`config.mk`:
```
export PLATFORM = sky130hd
export DESIGN_NAME = inst_encoder_flat
export DESIGN_NICKNAME = d
export VERILOG_FILES = /design/src/rtl/inst_encoder_if.sv /design/src/rtl/inst_encoder.sv /design/src/flat_wrapper.sv
export SDC_FILE = /design/constraint.sdc
export NUM_CORES = 1
export LEC_CHECK = 0
export BUFFER_PORTS_ARGS = -buffer_cell sky130_fd_sc_hd__buf_4
export CORE_MARGIN = 5
export CORE_UTILIZATION = 48
export CTS_CLUSTER_DIAMETER = 30
export DETAILED_ROUTE_END_ITERATION = 8
export GPL_ROUTABILITY_DRIVEN = 0
export PLACE_DENSITY = 0.85
export RECOVER_POWER = 25
export SETUP_SLACK_MARGIN = 0.02
export SYNTH_ARGS = -nofsm -noshare
export SYNTH_HDL_FRONTEND = slang
export SYNTH_SLANG_ARGS = --single-unit
```
`constraint.sdc`:
```
create_clock -name clk -period 1.85 [get_ports clk]
set_input_delay 0.4625 -clock clk [delete_from_list [all_inputs] [get_ports clk]]
set_output_delay 0.4625 -clock clk [all_outputs]
set_load 0.01 [all_outputs]
```
`src/rtl/inst_encoder_if.sv`:
```
`default_nettype none
// ============================================================================
// Module   : inst_encoder_if
// Brief    : Field-in / word-out stream bundle for inst_encoder.
// Revision : 1.0  initial release
// ============================================================================
interface inst_encoder_if;
    logic        in_valid;
    logic        in_ready;
    logic [2:0]  opcode;
    logic [2:0]  func;
    logic [2:0]  rd;
    logic [2:0]  rs1;
    logic [2:0]  rs2;
    logic [7:0]  imm;
    logic        out_valid;
    logic        out_ready;
    logic [15:0] out_word;
    logic        out_err;
    logic [7:0]  out_addr;

    modport slave (
        input  in_valid, opcode, func, rd, rs1, rs2, imm, out_ready,
        output in_ready, out_valid, out_word, out_err, out_addr
    );

    modport master (
        output in_valid, opcode, func, rd, rs1, rs2, imm, out_ready,
        input  in_ready, out_valid, out_word, out_err, out_addr
    );
endinterface
`default_nettype wire

```
`src/rtl/inst_encoder.sv`:
```
`default_nettype none
// ============================================================================
// Module   : inst_encoder
// Brief    : Packs instruction fields into 16-bit words behind a 2-entry FIFO
//            with word address and error counters. ENC_RANGE_CHECK_EN enables
//            immediate range errors.
// Revision : 1.0  initial release
// ============================================================================
module inst_encoder (
    input  wire logic        clk,
    input  wire logic        rst_n,
    inst_encoder_if.slave    bus,
    input  wire logic        addr_load,
    input  wire logic [7:0]  addr_base,
    output logic [3:0]       err_count
);
`ifdef ENC_RANGE_CHECK_EN
    localparam bit c_RANGE_CHECK = 1'b1;
`else
    localparam bit c_RANGE_CHECK = 1'b0;
`endif

    logic [15:0] w_enc_word;
    logic        w_range_bad;
    logic        w_rsvd;
    logic        w_enc_err;

    always_comb begin
        w_enc_word      = '0;
        w_enc_word[2:0] = bus.opcode;
        w_range_bad     = 1'b0;
        w_rsvd          = 1'b0;
        case (bus.opcode)
            3'b000: begin
                w_enc_word[5:3]   = bus.func;
                w_enc_word[8:6]   = bus.rd;
                w_enc_word[11:9]  = bus.rs1;
                w_enc_word[14:12] = bus.rs2;
            end
            3'b001: begin
                w_enc_word[5:3]   = bus.func;
                w_enc_word[8:6]   = bus.rd;
                w_enc_word[11:9]  = bus.rs1;
                w_enc_word[14:12] = bus.imm[2:0];
                w_enc_word[15]    = bus.imm[7];
                w_range_bad       = (bus.imm[7:3] != 5'h00) && (bus.imm[7:3] != 5'h1F);
            end
            3'b010, 3'b011: begin
                w_enc_word[5:3]   = bus.imm[2:0];
                w_enc_word[8:6]   = bus.rd;
                w_enc_word[11:9]  = bus.rs1;
                w_enc_word[14:12] = bus.imm[5:3];
                w_enc_word[15]    = bus.imm[7];
                w_range_bad       = bus.imm[7] != bus.imm[6];
            end
            3'b100: begin
                w_enc_word[5:3]   = bus.func;
                w_enc_word[8:6]   = bus.imm[2:0];
                w_enc_word[11:9]  = bus.rs1;
                w_enc_word[14:12] = bus.rs2;
                w_enc_word[15]    = bus.imm[7];
                w_range_bad       = (bus.imm[7:3] != 5'h00) && (bus.imm[7:3] != 5'h1F);
            end
            3'b101: begin
                w_enc_word[5:3] = bus.func;
                w_enc_word[8:6] = bus.rd;
                if (bus.func == 3'b000) begin
                    w_enc_word[15:9] = bus.imm[6:0];
                    w_range_bad      = bus.imm[7];
                end else if (bus.func == 3'b100) begin
                    w_enc_word[15:12] = bus.imm[7:4];
                    w_enc_word[11:9]  = bus.rs1;
                    w_range_bad       = bus.imm[3:0] != 4'h0;
                end
            end
            3'b110: begin
                w_enc_word[5:3] = bus.func;
                w_enc_word[8:6] = bus.rd;
                if (bus.func == 3'b001) begin
                    w_enc_word[14:9] = bus.imm[5:0];
                    w_enc_word[15]   = bus.imm[7];
                    w_range_bad      = bus.imm[7] != bus.imm[6];
                end else if (bus.func == 3'b000) begin
                    w_enc_word[15:12] = bus.imm[7:4];
                    w_enc_word[11:9]  = bus.rs1;
                    w_range_bad       = bus.imm[3:0] != 4'h0;
                end
            end
            default: begin
                w_rsvd = 1'b1;
            end
        endcase
    end

    assign w_enc_err = w_rsvd | (c_RANGE_CHECK & w_range_bad);

    // Each entry holds {err, word}
    logic [16:0] mem_q [2];
    logic        rd_ptr_q, wr_ptr_q;
    logic [1:0]  count_q, count_d;
    logic [7:0]  addr_q, addr_d;
    logic [3:0]  errcnt_q, errcnt_d;
    logic [16:0] w_head;
    logic        w_push, w_pop;

    assign w_head        = mem_q[rd_ptr_q];
    assign bus.in_ready  = (count_q != 2'd2);
    assign bus.out_valid = (count_q != 2'd0);
    assign bus.out_word  = bus.out_valid ? w_head[15:0] : 16'h0000;
    assign bus.out_err   = bus.out_valid & w_head[16];
    assign bus.out_addr  = addr_q;
    assign err_count     = errcnt_q;

    assign w_push = bus.in_valid & bus.in_ready;
    assign w_pop  = bus.out_valid & bus.out_ready;

    always_comb begin
        count_d  = count_q;
        addr_d   = addr_q;
        errcnt_d = errcnt_q;
        if (w_push && !w_pop)
            count_d = count_q + 2'd1;
        else if (!w_push && w_pop)
            count_d = count_q - 2'd1;
        // A load wins over the pop increment; the pop itself still happens.
        if (addr_load)
            addr_d = addr_base;
        else if (w_pop)
            addr_d = addr_q + 8'd1;
        if (w_pop && bus.out_err && (errcnt_q != 4'hF))
            errcnt_d = errcnt_q + 4'd1;
    end

    always_ff @(posedge clk or negedge rst_n) begin
        if (!rst_n) begin
            mem_q[0] <= '0;
            mem_q[1] <= '0;
            rd_ptr_q <= 1'b0;
            wr_ptr_q <= 1'b0;
            count_q  <= 2'd0;
            addr_q   <= 8'd0;
            errcnt_q <= 4'd0;
        end else begin
            if (w_push) begin
                mem_q[wr_ptr_q] <= {w_enc_err, w_enc_word};
                wr_ptr_q        <= ~wr_ptr_q;
            end
            if (w_pop)
                rd_ptr_q <= ~rd_ptr_q;
            count_q  <= count_d;
            addr_q   <= addr_d;
            errcnt_q <= errcnt_d;
        end
    end
endmodule
`default_nettype wire

```
`src/flat_wrapper.sv`:
```
// flat-port wrapper written by rule: the top's interface ports become plain ports
module inst_encoder_flat 
  (clk, rst_n, addr_load, addr_base, err_count, bus_in_valid, bus_opcode, bus_func, bus_rd, bus_rs1, bus_rs2, bus_imm, bus_out_ready, bus_in_ready, bus_out_valid, bus_out_word, bus_out_err, bus_out_addr);
  inst_encoder_if bus_i ();
  input  wire logic clk;
  input  wire logic rst_n;
  input  wire logic addr_load;
  input  wire logic [7:0] addr_base;
  output logic [3:0] err_count;
  input wire logic [$bits(bus_i.in_valid)-1:0] bus_in_valid;
  input wire logic [$bits(bus_i.opcode)-1:0] bus_opcode;
  input wire logic [$bits(bus_i.func)-1:0] bus_func;
  input wire logic [$bits(bus_i.rd)-1:0] bus_rd;
  input wire logic [$bits(bus_i.rs1)-1:0] bus_rs1;
  input wire logic [$bits(bus_i.rs2)-1:0] bus_rs2;
  input wire logic [$bits(bus_i.imm)-1:0] bus_imm;
  input wire logic [$bits(bus_i.out_ready)-1:0] bus_out_ready;
  output wire logic [$bits(bus_i.in_ready)-1:0] bus_in_ready;
  output wire logic [$bits(bus_i.out_valid)-1:0] bus_out_valid;
  output wire logic [$bits(bus_i.out_word)-1:0] bus_out_word;
  output wire logic [$bits(bus_i.out_err)-1:0] bus_out_err;
  output wire logic [$bits(bus_i.out_addr)-1:0] bus_out_addr;
  assign bus_i.in_valid = bus_in_valid;
  assign bus_i.opcode = bus_opcode;
  assign bus_i.func = bus_func;
  assign bus_i.rd = bus_rd;
  assign bus_i.rs1 = bus_rs1;
  assign bus_i.rs2 = bus_rs2;
  assign bus_i.imm = bus_imm;
  assign bus_i.out_ready = bus_out_ready;
  assign bus_in_ready = bus_i.in_ready;
  assign bus_out_valid = bus_i.out_valid;
  assign bus_out_word = bus_i.out_word;
  assign bus_out_err = bus_i.out_err;
  assign bus_out_addr = bus_i.out_addr;
  inst_encoder u_core (.clk(clk), .rst_n(rst_n), .bus(bus_i), .addr_load(addr_load), .addr_base(addr_base), .err_count(err_count));
endmodule
```
==> reports/results.txt, run 1 <==
The post-synthesis instance total is 279. Entering global routing, the biggest net connects 51 pins. The clock network is responsible for 15.3% of the overall power. Cell row count: 27. Counting cells, the worst reg-to-reg path comes to 6. The async set or reset register ratio after synthesis works out to 100%. The minimum clock period is 1.80 ns, and the total global-route track usage is 18.8%.

Global-route wire length before repair: 11.1 mm. The synthesized design contains 0 enable-type register cells. Distinct cell type count of the synthesized netlist: 38.

The synthesized-area fraction occupied by and/or/nand/nor cells came out at 18.2%. The element type at the critical path start was a register. Counting every net in the synthesized netlist gives 318. At the pin with the least slew margin, the transition time is 1.21 ns. The detailed router finished its first iteration with 148 violations. The cell type of the slowest stage on the worst timing path is dfrtp_2. Initial antenna violation count: 0.

The fraction of layout cells with a size suffix above 1 works out to 29.9%. Slack of the critical path: 0.0476 ns. In this run the worst setup path begins at u_core.rd_ptr_q. The clock tree skew after final layout is 0.00655 ns. For the via total after detailed routing, the log shows 2361. For the via count of the first global-routing pass, the log shows 2362. The worst setup path is captured at an output pin. Of all nets on the critical path, the largest fanout is 10. The Yosys step of the flow raised 0 warnings. After Yosys synthesis, full adders, half adders and majority gates account for 1.37% of the synthesized area. The number of hold violations in the final report is 0, and the area share of the largest cell type after synthesis is 45.8%. Pin placement for this block handled 67 I/O pins. The logs give 0 for the final setup violation count and 0.00730 mm² for the die outline area.

Setup repair after global routing could not meet its margin everywhere. Category of the most critical setup path: register to output pin. The clock buffer count from CTS is 5. For this block, the routed nets add up to 6.61 mm of wire. In this run switching power makes up 37.1% of total power. In this run, synthesis produced a sequential element count of 50. Start point of the worst hold path: addr_base[4]. At the placement stage, the worst setup path has a slack of -0.0573 ns. The share of total power dissipated in combinational logic is 47.4%. The critical path goes through buf_8 -> mux2i_1 -> nor2_1 -> buf_4. The die is 85.4 µm tall. The multi-input combinational cells in the finished layout cover a total of 0.00140 mm². Summing the areas of all compound-gate instances in the mapped netlist gives 15.5% of the synthesized area.

In the routed design, unresolved DRC markers number 0. The tools report the root buffer cell as clkbuf_8. The top cell type by total area after synthesis is dfrtp_1. The first detailed-routing pass ran for 4 iterations. Ranked by total cell area, the synthesized netlist is headed by dfrtp_1 (46%), mux2i_1 (7.0%), nand2_1 (5.6%), o21ai_0 (5.1%), nor2_1 (3.0%).

The tools report the worst reg-to-reg setup slack as 0.16 ns. The total overflow reported by the global router was 0; the area of the core region was 0.00551 mm². The portion of the clock cycle consumed by the worst path in the final layout is 97.4%, and the synthesized area per cell is 9.79 µm². For the sequential power share, the log shows 37.3%. The layout has 459 filler cells.

The path with the worst hold slack has its endpoint at u_core.bus.out_addr[4]. The tools report the achievable clock frequency as 0.555 GHz. After clock tree synthesis, the clock-pin slew on the worst setup and hold paths is 0.09 ns. TritonCTS built the clock tree. The cell family contributing the most delay on the critical path is flip-flops.

Across the run, the number of max-cap violations was 0. The number of buffers and inverters on the critical path is 2. The clock passes through at most 2 buffers. On the worst path, the slowest cell contributes a delay of 0.45 ns. Input and output buffers added on the ports amount to 66.

The tools report the area used by sequential logic in the layout as 0.00125 mm². The dominant combinational cell family by area after synthesis was simple AND/OR/NAND/NOR gates. The die is 85.4 µm wide.

For the placed wire-length estimate after detailed placement, the log shows 4.92 mm. Leakage dissipation: 1.66 nW. Type of the tightest min-delay check: input port to register. The repair_antennas step left the layout with diodes totalling 0. Power density normalized to cell area: 1410 mW/mm². For this design the total switching power over the nets is 0.00184 W. After synthesis, the share of cell area in mux cells is 11.1%. After synthesis the cells add up to 0.00273 mm². The worst path required time was 1.39 ns; the final routed wire length divided by cell count was 15.5 µm. The flow ran to the end, and the final reports show no timing, DRC or antenna violations. Data arrives at the worst endpoint at 1.34 ns.

After the last flow step, the layout net total stands at 392. The area growth from synthesis to layout came out at 28.6%. The number of cells on the worst hold path is 3. The clock network latency to the later pin of the worst-skew pair is 0.31 ns, and the H-tree level count is 2.

The detail route stage leaves a number of antenna-violating nets equal to 0. The logs give 0 for the total count of max-transition violations in the final report and 0.00311 W for the internal power component. The worst pin sits at a relative slew slack of 19.4%. Most used flip-flop cell after synthesis: dfrtp_1. The routed via count divided by cell count is 5.54, and the total clock sinks is 50. Of the synthesized area, sequential elements account for 45.8%. The worst register-to-register path begins at u_core.count_q[0].

The parity-gate share of the synthesized area counting xor and xnor cells came out at 4.81%. VDD sags by at most 0.549 mV. The initial core utilization is 49.6%, and the summed negative setup slack over all endpoints is 0 ns. The endpoint identified for the worst register-to-register timing path is u_core.count_q[1].
==> per-stage QoR <==
step	std cells	util, %	hold slack (ns)	area [µm²]	total power, W
4_1_cts	424	63.3	0.179	3490	0.00491
6_report	426	63.8	0.355	3510	0.00495
3_5_place_dp	416	61.2	0.469	3370	0.00412
2_1_floorplan	279	-	0.167	2730	0.00315
3_3_place_gp	416	61.2	0.460	3370	0.00403
5_1_grt	426	63.8	0.367	3510	0.00532
==> per-layer routing <==
layer  track usage, %  vias to the layer above  routed length [µm]
met4             6.19                        0                 119
li1                 -                     1131                   -
met3             4.66                       11                 472
met2             31.1                       95                3150
met5                0                        -                   0
met1             24.1                     1124                2870
==> timing repair <==
action | 4_1_cts | 5_1_grt
resized for setup | 4 | 7
buffers inserted | 0 | 1
hold buffers | 0 | 0
hold endpoints to repair | 0 | 0
cloned | 0 | 1
endpoints found under the setup margin | 13 | 18
==> cells in the mapped netlist (2+ instances only) <==
master	count
nand3b_1	6
buf_2	4
nor3_1	2
a22o_1	5
nand4_1	3
nor2_1	22
mux2i_1	19
a21oi_1	3
nand3_1	10
o21ai_0	28
dfrtp_1	50
nand2_1	41
a22oi_1	6
clkbuf_1	13
mux2_2	4
xor2_1	7
a221oi_1	3
a22o_2	3
nor2b_1	3
a2111oi_4	2
mux2_1	6
o211ai_1	7
inv_1	5
ha_1	3
xnor2_1	8
and3_1	4
==> kinds of logic (layout without fill, tap and decap cells) <==
kind of cell / after synthesis / count (layout)
flip-flops: 50 / 50
multiplexers: 29 / 29
buffers and inverters: 22 / 97
adder cells (fa/ha/maj): 3 / 3
XOR/XNOR: 15 / 15
AND/OR/NAND/NOR: 101 / 101
AO/OA/AOI/OAI: 59 / 59
==> how the worst max path moves through the flow <==
stage,endpoint,slack (ns),depth (start not counted)
floorplan,bus_out_word[10],0.02,4
detailed placement,u_core.mem_q[30],-0.06,6
CTS,bus_out_word[13],0.001,4
global placement,u_core.mem_q[30],0.007,6
finish,bus_out_word[4],0.05,4
global route,bus_out_word[0],-0.009,4
==> power groups by stage <==
stage                     Clock, W  Sequential (W)  Combinational, W
after floorplan                  0         0.00178           0.00137
after global placement           0         0.00181           0.00221
after detailed placement         0         0.00184           0.00227
after CTS                 0.000773         0.00183           0.00231
after global routing      0.000816         0.00191           0.00260
final                     0.000758         0.00185           0.00234
==> registers in the layout (all words and copies together) (netlist names) <==
| register | flops |
|---|---|
| u_core.rd_ptr_q | 1 |
| u_core.mem_q | 34 |
| u_core.bus.out_addr | 8 |
| u_core.err_count | 4 |
| u_core.count_q | 2 |
| u_core.wr_ptr_q | 1 |
==> layout make-up <==
type	instances	area share, %
clock buffer	7	2.17
clock inverter	1	0.855
inverter	5	0.534
multi-input combinational	207	39.9
sequential	50	35.7
tap	72	2.56
timing repair buffer	84	18.3
==> tightest hold or removal path: stages <==
cell	delay (ns)
buf_4	0.08
nand2_1	0.04
o21ai_0	0.05
==> placed cells by master, fill, tap and decap left out, drive strengths merged, types with 2 or more instances in the layout <==
master / n
nand3: 10
nand4: 3
o21ai: 28
and3: 4
buf: 83
ha: 3
a2111oi: 2
mux2: 10
o211ai: 7
inv: 5
dfrtp: 50
nor2b: 3
nor2: 22
mux2i: 19
nand3b: 6
nand2: 41
a21oi: 3
clkbuf: 8
or3b: 2
a221oi: 3
nor3: 2
a22o: 8
a22oi: 6
xor2: 7
nor4: 2
xnor2: 8
Power figures use the tool's default switching activity.
==> inputs of run 2 (changes only) <==
==> constraint.sdc (replaced) <==
create_clock -name clk -period 1.85 [get_ports clk]
set_input_delay 0.185 -clock clk [delete_from_list [all_inputs] [get_ports clk]]
set_output_delay 0.185 -clock clk [all_outputs]
set_load 0.01 [all_outputs]
==> reports/results.txt, run 2 (synthesis results as in run 1) <==
The run finished with clean final reports. STA classifies the critical path endpoint as an output pin. The max capacitance violation total is 0. Compared with the post-synthesis result, the final layout area differs by 24.0%.

The switching power share of the total is 38.2%, and the worst path required time is 1.66 ns. The first routing iteration left 123 violations. For the pin with the worst max-slew slack, the measured transition is 1.18 ns. The cell family contributing the most delay on the critical path was flip-flops. The total count of max-transition violations in the final report came out at 0.

Setup violations remaining at the end of the flow were counted as 0. For this design, the sink count on the clock tree is 50. Entering global routing, the biggest net connects 51 pins.

Walking the worst path, the cells encountered are nor2_1 -> buf_6 -> nor2_1 -> buf_4. In this run the critical register-to-register path is launched from u_core.count_q[0]. The sequential power share was 39.5%.

The worst-case IR drop observed on VDD is 0.522 mV. The tools report the via total after detailed routing as 2337. The final standard cell area without fillers was 0.00339 mm²; the cell row count was 27. In the layout the commonest cells are buf_4 (71), dfrtp_1 (50), nand2_1 (41), o21ai_0 (28), nor2_1 (22).

The maximum root-to-sink buffer count is 2, and the maximum fanout encountered on the critical timing path is 18. The tools report the number of hold violations in the final report as 0. The share of total power dissipated in combinational logic is 48.0%. The fraction of layout cells with a size suffix above 1 works out to 26.2%. The logs give 0.00177 W for the net load switching power and 382 for the net total in the final layout. The number of cells on the worst hold path came out at 3. Together, buffers and inverters on the worst path number 2. The via count of the first global-routing pass was 2422. The run gives 2 as the H-tree level count. More flip-flops sit in one register than any other, and that register is u_core.mem_q.

The core region is 0.00551 mm². In this run the horizontal extent of the chip is 85.4 µm. The internal power of the cells totals 0.00287 W. For the clock network latency to the later pin of the worst-skew pair, the log shows 0.30 ns. Global routing used 18.6% of the available tracks across all layers. Data on the critical path arrives at its endpoint at 1.53 ns. Global routing finished with a remaining overflow of 0. During I/O placement, the number of pins put on the boundary was 67. Of the available clock period, the critical path in the final layout requires 92.8%.

For hold timing, the worst endpoint is u_core.bus.out_addr[7]. Dividing the detail-routed wire length by the instance count gives 15.8 µm. Terminus of the critical flop-to-flop path: u_core.err_count[1]. Placed wire-length estimate after detailed placement: 5.08 mm. The most common cell after layout, fill and taps aside was buf_4. For the worst flop-to-flop path, the logic depth is 4. In the routed layout, each cell is associated on average with a via count of 5.63. For the final routed database, the setup TNS stands at 0 ns. The achievable clock frequency was 0.583 GHz. After clock tree synthesis, the clock-pin slew on the worst setup and hold paths is 0.08 ns. Type of the tightest min-delay check: input port to register. For this run, design rule violations remaining after detail routing come to 0. The tools report the number of routed nets with antenna violations as 0. The tools report the clock buffer count from CTS as 5. The worst path needs 1.72 ns of the cycle, external delays included.

The largest single stage delay on the critical path is 0.45 ns. Setup repair after global routing left no endpoint under its margin. For the die outline area, the log shows 0.00730 mm². STA classifies the critical path startpoint as a register. Dividing total power by cell area gives a power density of 1370 mW/mm². The tools report the clock network power share as 12.5%. The register with the most flip-flops in the layout has 34 of them. The tree is rooted in a clkbuf_8.

TritonCTS built the clock tree. Setup slack on the worst reg-to-reg path comes out at 0.21 ns. At the placement stage, the worst setup path has a slack of 0.0602 ns.

For this design, the slowest cell found on the critical path is dfrtp_1. The initial antenna violation count was 0. The initial utilization of the core area, before any placement, comes to 49.6%.

The run gives 11.0 mm as the global-route wire length before repair. The worst hold path begins at addr_base[7]. The first TritonRoute pass finished after 4 iterations.

The critical path in this run is classified as register to output pin. The tools report the total placed instance area as 0.00330 mm². Headroom to the max-slew limit came out at 21.5%. The die is 85.4 µm tall. After layout, the worst setup slack is 0.134 ns. For this design the static power due to leakage is 1.60 nW.

In this run the tool buffered the top-level ports with 66 buffer cells. The cell occurring most often along the worst timing path was nor2_1. Summed over all layers, the routed wires come to 6.56 mm.

For the final database, setup skew stands at 0.00681 ns. The number of antenna diodes in the final layout is 0.
run 2: cell types whose count changed in the layout (fill, tap and decap cells not counted), sizes merged:
| cell | change |
|---|---|
| bufinv | -1 |
| dlygate4sd3 | +1 |
| buf | -11 |
run 2: metal layers:
layer / vias up / GRT usage [%] / part of all wire, %
li1: 1113 / - / -
met1: 1128 / 23.6 / 43
met2: 89 / 31.7 / 49
met3: 7 / 3.20 / 7.2
met4: 0 / 6.91 / 1.0
met5: - / 0 / 0
run 2: cell type report:
type / instances / area (µm²)
Timing Repair Buffer: 74 / 559
Tap cell: 72 / 90.1
Clock buffer: 7 / 76.3
Inverter: 5 / 18.8
Sequential cell: 50 / 1250
Fill cell: 483 / 2120
Multi-Input combinational cell: 207 / 1390
run 2: worst max path at each step:
stage                                 start               end  slack (ns)  cells after the start
after floorplan           u_core.count_q[0]  u_core.mem_q[26]        0.21                      6
after global placement        bus_opcode[0]  u_core.mem_q[13]         0.1                      5
after detailed placement      bus_opcode[0]  u_core.mem_q[13]        0.06                      5
after CTS                 u_core.count_q[0]   bus_out_word[1]        0.07                      4
after global routing      u_core.count_q[0]       bus_out_err        0.06                      4
final                     u_core.count_q[0]   bus_out_word[1]        0.13                      4
run 2: worst min-delay path, cell delays in order:
cell and delay (ns):
buf_4 0.08, nand2_1 0.04, o21ai_0 0.06
run 2: per-stage QoR:
| step | std cells | util (%) | hold WS [ns] | total power (W) |
|---|---|---|---|---|
| 2_1_floorplan | 279 | - | -0.111 | 0.00315 |
| 3_3_place_gp | 407 | 59.9 | 0.227 | 0.00399 |
| 3_5_place_dp | 407 | 59.9 | 0.236 | 0.00410 |
| 4_1_cts | 415 | 61.5 | 0.0862 | 0.00468 |
| 5_1_grt | 415 | 61.5 | 0.0884 | 0.00501 |
| 6_report | 415 | 61.5 | 0.0892 | 0.00464 |
run 2: repair_timing:
item | CTS | global route
endpoints found under the setup margin | 0 | 2
buffers inserted | 0 | 0
endpoints found under the hold margin | 50 | 0
resized for setup | 0 | 1
hold buffers | 1 | 0
run 2: power groups by stage:
stage	Sequential (W)	Combinational, W	Clock (W)
finish	0.00183	0.00223	0.000581
global route	0.00190	0.00248	0.000635
CTS	0.00183	0.00226	0.000595
detailed placement	0.00185	0.00225	0
global placement	0.00181	0.00218	0
floorplan	0.00178	0.00137	0
==> inputs of run 3 (changes only) <==
--- a/config.mk
+++ b/config.mk
@@ -7,11 +7,12 @@
 export LEC_CHECK = 0
 export BUFFER_PORTS_ARGS = -buffer_cell sky130_fd_sc_hd__buf_4
 export CORE_MARGIN = 5
-export CORE_UTILIZATION = 48
+export CORE_UTILIZATION = 50
+export CTS_BUF_LIST = sky130_fd_sc_hd__clkbuf_2
 export CTS_CLUSTER_DIAMETER = 30
 export DETAILED_ROUTE_END_ITERATION = 8
 export GPL_ROUTABILITY_DRIVEN = 0
-export PLACE_DENSITY = 0.85
+export PLACE_DENSITY = 0.87
 export RECOVER_POWER = 25
 export SETUP_SLACK_MARGIN = 0.02
 export SYNTH_ARGS = -nofsm -noshare
==> reports/results.txt, run 3 (synthesis results as in run 1) <==
Type of element capturing the critical path: an output pin. Signal routing reaches up to met4. The H-tree level count was 2; the number of ports placed on the die boundary was 67. The HPWL after detailed placement is 4.74 mm.

The delay of the slowest cell on the worst path works out to 0.47 ns. For the total clock sinks, the log shows 50. In this run the worst hold path is classified as input port to register.

Leaving out fill and tap cells, the most frequent cells in the layout are buf_4 (71), dfrtp_1 (49), nand2_1 (41), o21ai_0 (28), nor2_1 (21). The met3 wire length is 355 µm, and the leakage dissipation is 1.64 nW. The register with the most flip-flops in the final layout is u_core.mem_q. The fraction of layout cells with a size suffix above 1 works out to 27.1%.

The tools report the worst vdd rail ir drop as 0.588 mV. For the total routed wirelength, the log shows 6.42 mm. Clock latency on the worst-skew pair, taken at its later pin, is 0.41 ns.

The total global-route track usage was 19.3%. Among all stages on the critical path, the largest delay is contributed by dfrtp_1. For this block, the initial DRC count from the detailed router was 147. Relative to the synthesized area, the layout overhead comes to 27.4%.

Data on the critical path arrives at its endpoint at 1.53 ns. In the final design database the tool counted 393 nets. The run gives 2 as the maximum root-to-sink buffer count. In this run the remaining antenna-violating nets after routing total 0. For the number of hold violations in the final report, the log shows 0. The run gives 20.2% as the relative slew slack.

The cell row count was 27; the area of the multi-input gates was 0.00140 mm². The number of buffers and inverters on the critical path was 2. The flow ran to the end, and the final reports show no timing, DRC or antenna violations. Fraction of the core area covered by cells at the end of the flow: 64.4%. Clock tree skew after final layout: 0.00971 ns. Broken down by cell family, the worst path's largest delay share belongs to flip-flops. Of the available clock period, the critical path in the final layout requires 92.9%. The category of the most critical setup path was register to output pin. The tools report the area of the core region as 0.00541 mm². The library cell used most frequently in the layout, excluding fill and tap cells, is buf_4.

The final setup violation count is 0, and the final routed wire length divided by cell count is 15.1 µm. The vertical extent of the die was 83.9 µm; the max capacitance violation total was 0. Once the floorplan was initialized, standard cells occupied 50.5% of the core.

The DRC violation count after routing was 0; the achievable clock frequency was 0.582 GHz. Of all nets on the critical path, the largest fanout is 17. The number of antenna diodes in the final layout is 0. The wire length on met2 is 3.02 mm, and the clock buffer count from CTS is 5.

The die is 83.9 µm wide. The flip-flop count of the largest register after layout is 34. The total count of max-transition violations in the final report was 0.

Setup repair after global routing could not meet its margin everywhere. The tools report the global-route wire length before repair as 11.2 mm. The run gives 0 as the initial antenna violation count. TritonCTS built the clock tree. After detailed routing, the wire length on met1 is 2.97 mm. The port buffer count is 66. The first detailed-routing pass ran for 4 iterations.

The die covers 0.00704 mm². Dividing total power by cell area gives a power density of 1300 mW/mm². The post-route total power is 0.00453 W.

The summed negative setup slack over all endpoints was 0 ns; the via total after detailed routing was 2317. The routed via count divided by cell count is 5.44, and the clock-pin slew on the worst setup and hold paths is 0.22 ns. Fill cells in the final layout number 457. Summed over all layers, the global routing overflow is 0. Via count of the first global-routing pass: 2397. The slew at the pin closest to its max-slew limit was 1.20 ns; the largest net degree at the start of global routing was 51. The tools report the element type at the critical path start as a register. In this run the register-to-register setup slack is 0.18 ns. The root buffer cell chosen for the clock tree is clkbuf_2. The run gives 0.00125 mm² as the area used by sequential logic in the layout.

The worst path required time was 1.66 ns. The minimum clock period is 1.72 ns. The critical path goes through buf_12 -> mux2i_2 -> nor2_1 -> buf_4.
[run 3: layout make-up]
class	instances	area share (%)
flip-flops and latches	50	36.0
inverters	5	0.539
repair buffers	85	19.5
clock inverters	2	0.288
clock buffers	5	0.719
well taps	72	2.59
multi-input cells	207	40.3
[run 3: worst paths after layout]
path / cells past startpoint / to / start
worst max-delay path: 4 / bus_out_word[1] / u_core.rd_ptr_q
worst min-delay path: 3 / u_core.mem_q[30] / bus_imm[5]
worst max register to register: 4 / u_core.err_count[1] / u_core.count_q[1]
worst min register to register: 2 / u_core.mem_q[2] / u_core.mem_q[2]
max in group asynchronous: 2 / u_core.count_q[0] / rst_n
min in group asynchronous: 2 / u_core.bus.out_addr[3] / rst_n
[run 3: where the power goes]
| part | total, W | leakage, nW | internal, W | switching (W) |
|---|---|---|---|---|
| clock network | 0.000402 | 0.0286 | 0.0000820 | 0.000320 |
| registers | 0.00185 | 0.626 | 0.00153 | 0.000320 |
| logic | 0.00229 | 0.983 | 0.00115 | 0.00114 |
| total | 0.00453 | 1.64 | 0.00276 | 0.00178 |
[run 3: stage by stage]
step / cells / hold WS, ns / worst slack, ns / area (µm²)
floorplan: 279 / -0.111 / 0.211 / 2730
global placement: 407 / 0.229 / 0.129 / 3300
detailed placement: 407 / 0.237 / 0.0781 / 3300
CTS: 425 / 0.00865 / 0.0279 / 3460
global route: 426 / 0.00736 / 0.0186 / 3480
finish: 426 / 0.0453 / 0.132 / 3480
[run 3: tightest hold or removal path, cell delays in order]
cell and delay, ns:
buf_4 0.10, nand3_1 0.06, o211ai_1 0.08
[run 3: repair_timing]
| action | CTS | global route |
|---|---|---|
| setup buffers | 0 | 1 |
| endpoints found under the hold margin | 60 | 0 |
| resized for setup | 3 | 5 |
| hold buffers | 11 | 0 |
| endpoints found under the setup margin | 18 | 18 |
[run 3: metal layers]
layer / up-vias / GRT usage [%]
met3: 8 / 4.54
met2: 71 / 31.5
met4: 0 / 5.99
met1: 1103 / 25.5
li1: 1135 / -
met5: - / 0
